==> src/rtl/fetch_ctrl.sv <==
// Fetch controller: issues ROM reads at prog_ctr, buffers returned words for decode and
// steers the PC block on start/branch/halt. Optional branch target LUT: BRANCH_LUT_EN.
module fetch_ctrl #(
    parameter int D = 9,
    parameter int W = 9
`ifdef BRANCH_LUT_EN
    ,
    parameter int L = 5
`endif
) (
    input  logic         clk,
    input  logic         reset_n,
    input  logic         start,
    input  logic [D-1:0] start_addr,
    input  logic [D-1:0] prog_ctr,
    output logic         pc_hold,
    output logic         reljump_en,
    output logic         absjump_en,
    output logic [D-1:0] target,
    output logic [D-1:0] imem_addr,
    input  logic [W-1:0] imem_rdata,
    output logic         ins_valid,
    input  logic         ins_ready,
    output logic [W-1:0] ins_data,
    output logic [D-1:0] ins_pc,
    input  logic         br_valid,
    input  logic         br_taken,
    input  logic         br_rel,
    input  logic [D-1:0] br_off,
    input  logic [D-1:0] br_target,
    input  logic         halt,
    output logic         done
`ifdef BRANCH_LUT_EN
    ,
    input  logic         lut_we,
    input  logic [L-1:0] lut_waddr,
    input  logic [D-1:0] lut_wdata
`endif
);

    localparam logic [1:0] ST_IDLE = 2'd0;
    localparam logic [1:0] ST_RUN  = 2'd1;
    localparam logic [1:0] ST_HALT = 2'd2;

    logic [1:0]   state_r;
    logic         done_r;
    logic [1:0]   count_r;
    logic         inflight_r;
    logic [D-1:0] inflight_pc_r;
    logic [W-1:0] data0_r, data1_r;
    logic [D-1:0] pc0_r, pc1_r;

    logic         pop_s, halt_ev_s, br_ev_s, flush_s, issue_s, pc_hold_s;
    logic [2:0]   occ_s;
    logic [D-1:0] abs_tgt_s, rel_tgt_s;

`ifdef BRANCH_LUT_EN
    logic [D-1:0] lut_r [2**L];

    // Branch target table, written by software, intentionally without reset
    always_ff @(posedge clk) begin
        if (lut_we) begin
            lut_r[lut_waddr] <= lut_wdata;
        end
    end

    assign abs_tgt_s = lut_r[br_target[L-1:0]];
`else
    assign abs_tgt_s = br_target;
`endif

    assign ins_valid = (count_r != 2'd0);
    assign ins_data  = data0_r;
    assign ins_pc    = pc0_r;
    assign imem_addr = prog_ctr;
    assign done      = done_r;
    assign pc_hold   = pc_hold_s;

    // Event decode, occupancy-based hold and jump drive toward the PC block
    always_comb begin
        pop_s      = ins_valid && ins_ready;
        halt_ev_s  = pop_s && halt && !start;
        br_ev_s    = pop_s && br_valid && br_taken && !halt && !start;
        flush_s    = start || halt_ev_s || br_ev_s;
        // Words owned after this edge: buffered + returning - consumed
        occ_s      = {1'b0, count_r} + {2'b00, inflight_r} - {2'b00, pop_s};
        pc_hold_s  = (state_r != ST_RUN) || (occ_s >= 3'd2);
        issue_s    = (state_r == ST_RUN) && !pc_hold_s && !flush_s;
        // Relative offset re-based so the PC lands at ins_pc + br_off
        rel_tgt_s  = pc0_r + br_off - prog_ctr;
        reljump_en = 1'b0;
        absjump_en = 1'b0;
        target     = '0;
        if (start) begin
            absjump_en = 1'b1;
            target     = start_addr;
        end else if (br_ev_s) begin
            if (br_rel) begin
                reljump_en = 1'b1;
                target     = rel_tgt_s;
            end else begin
                absjump_en = 1'b1;
                target     = abs_tgt_s;
            end
        end else begin
            target = '0;
        end
    end

    // Run state and done flag
    always_ff @(posedge clk or negedge reset_n) begin
        if (!reset_n) begin
            state_r <= ST_IDLE;
            done_r  <= 1'b1;
        end else if (start) begin
            state_r <= ST_RUN;
            done_r  <= 1'b0;
        end else if (halt_ev_s) begin
            state_r <= ST_HALT;
            done_r  <= 1'b1;
        end
    end

    // Two-entry buffer with entry 0 as head; returning ROM word is dropped on flush
    always_ff @(posedge clk or negedge reset_n) begin
        if (!reset_n) begin
            count_r       <= 2'd0;
            inflight_r    <= 1'b0;
            inflight_pc_r <= '0;
            data0_r       <= '0;
            data1_r       <= '0;
            pc0_r         <= '0;
            pc1_r         <= '0;
        end else if (flush_s) begin
            count_r    <= 2'd0;
            inflight_r <= 1'b0;
        end else begin
            inflight_r    <= issue_s;
            inflight_pc_r <= prog_ctr;
            case ({inflight_r, pop_s})
                2'b10: begin
                    if (count_r == 2'd0) begin
                        data0_r <= imem_rdata;
                        pc0_r   <= inflight_pc_r;
                    end else begin
                        data1_r <= imem_rdata;
                        pc1_r   <= inflight_pc_r;
                    end
                    count_r <= count_r + 2'd1;
                end
                2'b01: begin
                    data0_r <= data1_r;
                    pc0_r   <= pc1_r;
                    count_r <= count_r - 2'd1;
                end
                2'b11: begin
                    if (count_r == 2'd1) begin
                        data0_r <= imem_rdata;
                        pc0_r   <= inflight_pc_r;
                    end else begin
                        data0_r <= data1_r;
                        pc0_r   <= pc1_r;
                        data1_r <= imem_rdata;
                        pc1_r   <= inflight_pc_r;
                    end
                end
                default: begin
                end
            endcase
        end
    end

endmodule

==> config.mk <==
export PLATFORM = sky130hd
export DESIGN_NAME = fetch_ctrl
export DESIGN_NICKNAME = d
export VERILOG_FILES = /design/src/rtl/fetch_ctrl.sv
export SDC_FILE = /design/constraint.sdc
export NUM_CORES = 1
export LEC_CHECK = 0
export ABC_AREA = 1
export CAP_MARGIN = 15
export CORE_MARGIN = 4
export CORE_UTILIZATION = 44
export CTS_CLUSTER_DIAMETER = 60
export CTS_CLUSTER_SIZE = 25
export DETAILED_ROUTE_END_ITERATION = 6
export GPL_ROUTABILITY_DRIVEN = 1
export PLACE_DENSITY = 0.77
export REMOVE_ABC_BUFFERS = 1
export SYNTH_ARGS = -nofsm -noshare
export SYNTH_HDL_FRONTEND = slang
export SYNTH_SLANG_ARGS = --single-unit
==> constraint.sdc <==
create_clock -name clk -period 2.5 [get_ports clk]
set_clock_uncertainty 0.15 [all_clocks]
set_input_delay 0.5 -clock clk [delete_from_list [all_inputs] [get_ports clk]]
set_output_delay 0.5 -clock clk [all_outputs]
set_load 0.01 [all_outputs]
==> out/qor.yml <==
r2r_end: "inflight_r"
antenna_found_initial: 0
io_pins: 94
pwr-share-seq_pct: 22.0
use_met2_pct: 41.1
met3_usage_pct: 2.52
cp_data_required_time_ns: 1.85
root_buffer: "clkbuf_8"
wl_per_cell_um: 14.6
core_area_sq_um: 7690
hold_viol_final: 0
reg2reg_slack_ns: 0.10
area_delta_synth_final_pct: 56.4
dp.cells: 680
grt_pass1_wl_um: 16800
grt_max_degree: 37
slew_viol_final: 0
clock_sinks: 51
slew-limit-headroom_pct: 58.7
clk_pin_slew_ns: 0.10
worstSkewPairLatency_ns: 0.30
grt_pass1_vias: 3605
max_clock_freq_mhz: 325
post-route-period-util_pct: 123
worst_r2r_path_depth: 12
dp_slack_ns: -1.41
drive_gt1_share_pct: 35.5
gp_congestion: 0.863
max_cap_violations: 0
fin_crit_ns: 3.07
viasPerCell: 4.92
cp-end-kind: "primary output"
routed_wl_um: 10300
numCtsBuffers: 5
htree_levels: 2
tightestPinTransition_ns: 0.620
portBuffers: 93
synth_cells: 445
drt_iter0_markers: 145
rsz0062_at_grt: "yes"
cp.arrival_ns: 2.42
dieWidth_um: 96.7
syn_area_sq_um: 3460
ys_ff_latch: 51
synth_warnings: 0
status: "finished with violations"
combinationalPowerShare_pct: 68.2
holdCritPathClass: "primary input to async pin"
power_leakage_uw: 0.00275
finish.instance_area_sq_um: 5410
dieArea_sq_um: 9350
grt.overflow.total: 0
final_common_cell: "inv_1"
use_met1_pct: 25.4
vdd_drop_max_mv: 0.527
dpl_cell_area_sq_um: 4870
cts_tree: "built"
rows: 32
swShare_pct: 42.1
synth_area_per_cell_sq_um: 7.77
critPathMaxFanout: 3
fin_ws_ns: -0.573
pwr-share-clk_pct: 9.8
die_h_um: 96.7
setup_viol: 9
cp-start-kind: "register"
top_usage_layer: "met2"
final-instance-count-excl-fill: 705
yosys.cell_types.count: 34
cts.hold.buffers_added: 0
track_usage_pct: 21.7
start_util_pct: 45.0
p_per_area_nw_per_um2: 1110
ys_seq_area_share_pct: 36.9
firstDrtPassIters: 4
nets: 680
critPathKind: "register to primary output"
power_switching_uw: 2520
cts_max_path_buffers: 2
final_antenna_net_count: 0
num_vias: 3466
hpwl_um: 7110
r2r_start: "count_r[0]"
layout_common_cells: "inv_1, buf_4, nand2_1"
failed_checks: "negative setup slack"
intPower_uw: 3470
finalSetupTns_ns: -4.53
diodes: 0
drc_errors: 0
[per-stage QoR]
step / hold slack [ns] / power, uW / utilization (%)
floorplan: 0.0544 / 2980 / -
global placement: 0.304 / 4290 / 63.3
detailed placement: 0.319 / 4430 / 63.3
CTS: 0.0591 / 5660 / 68.8
global route: 0.0790 / 6450 / 70.4
finish: 0.0462 / 6000 / 70.4
[timing repair]
action | in CTS | in global routing
setup endpoints to repair | 13 | 13
gates cloned | 0 | 0
buffers inserted | 15 | 3
resized for setup | 167 | 31
pin swaps | 53 | 25
[power by group through the flow]
stage | Sequential [uW] | Combinational (uW) | Clock [uW]
4_1_cts | 1320 | 3740 | 597
6_report | 1320 | 4090 | 588
2_1_floorplan | 1380 | 1590 | 0
3_3_place_gp | 1320 | 2980 | 0
3_5_place_dp | 1330 | 3100 | 0
5_1_grt | 1360 | 4460 | 636
[Yosys cell counts (all sizes together)]
library cell,number,area (sq um)
inv,107,402
nand2,98,408
dfrtp,50,1250
o21ai,36,221
a21oi,30,154
nor2,29,133
buf,20,146
o22ai,18,113
ha,16,200
nand3,14,82.6
fa,9,180
or2,3,18.8
a22oi,2,15.0
nand3b,2,15.0
nand4,2,27.5
xnor2,2,17.5
xor2,2,17.5
a21o,1,7.51
clkinv,1,3.75
dfstp,1,26.3
mux2i,1,10.0
nor3,1,10.0
[sequential cells by signal, summed over array words and instances, names as in the netlist]
register       count
inflight_r         1
state_r            2
ins_data           9
count_r            2
done               1
ins_pc             9
pc1_r              9
inflight_pc_r      9
data1_r            9
[cell families (layout without fill, tap and decap cells)]
family          Yosys count  after routing  synth area share, %
buf+inv                 128            286                 15.9
simple gates            149            149                 20.1
compound gates           87             87                 14.8
mux                       1              1                0.289
flops                    51             51                 36.9
xor+xnor                  4              4                 1.01
fa+ha+maj                25             25                 11.0
[layer usage]
metal / vias up / wire, um
met5: - / 0
met4: 0 / 342
met3: 32 / 381
met2: 101 / 5550
met1: 1660 / 4020
li1: 1673 / -
[worst max-delay path by stage]
stage,start,end,slack (ns)
5_1_grt,ins_pc[3],target[6],-0.68
3_5_place_dp,prog_ctr[1],target[6],-1.41
6_report,ins_pc[1],target[8],-0.57
4_1_cts,ins_pc[5],target[8],-0.55
2_1_floorplan,prog_ctr[3],target[8],-0.30
3_3_place_gp,prog_ctr[5],target[8],-1.34
[worst max-delay path, stage by stage, from the launching register on]
cell and delay, ns:
dfrtp_1 0.37, inv_2 0.05, fa_1 0.51, inv_2 0.05, fa_2 0.40, nand2_4 0.10
nand2_2 0.06, nand3_2 0.09, nand2_1 0.05, nand2_1 0.08, nand3_2 0.09, a21oi_2 0.11
buf_2 0.14
[area by class of cell]
type | count | area (sq um)
clock buffers | 6 | 72.6
clock inverters | 2 | 38.8
fillers | 568 | 2280
inverters | 108 | 413
multi-input cells | 266 | 2000
flip-flops and latches | 51 | 1280
well taps | 102 | 128
repair buffers | 170 | 1480
No activity file was read; power rests on OpenSTA's default activity.
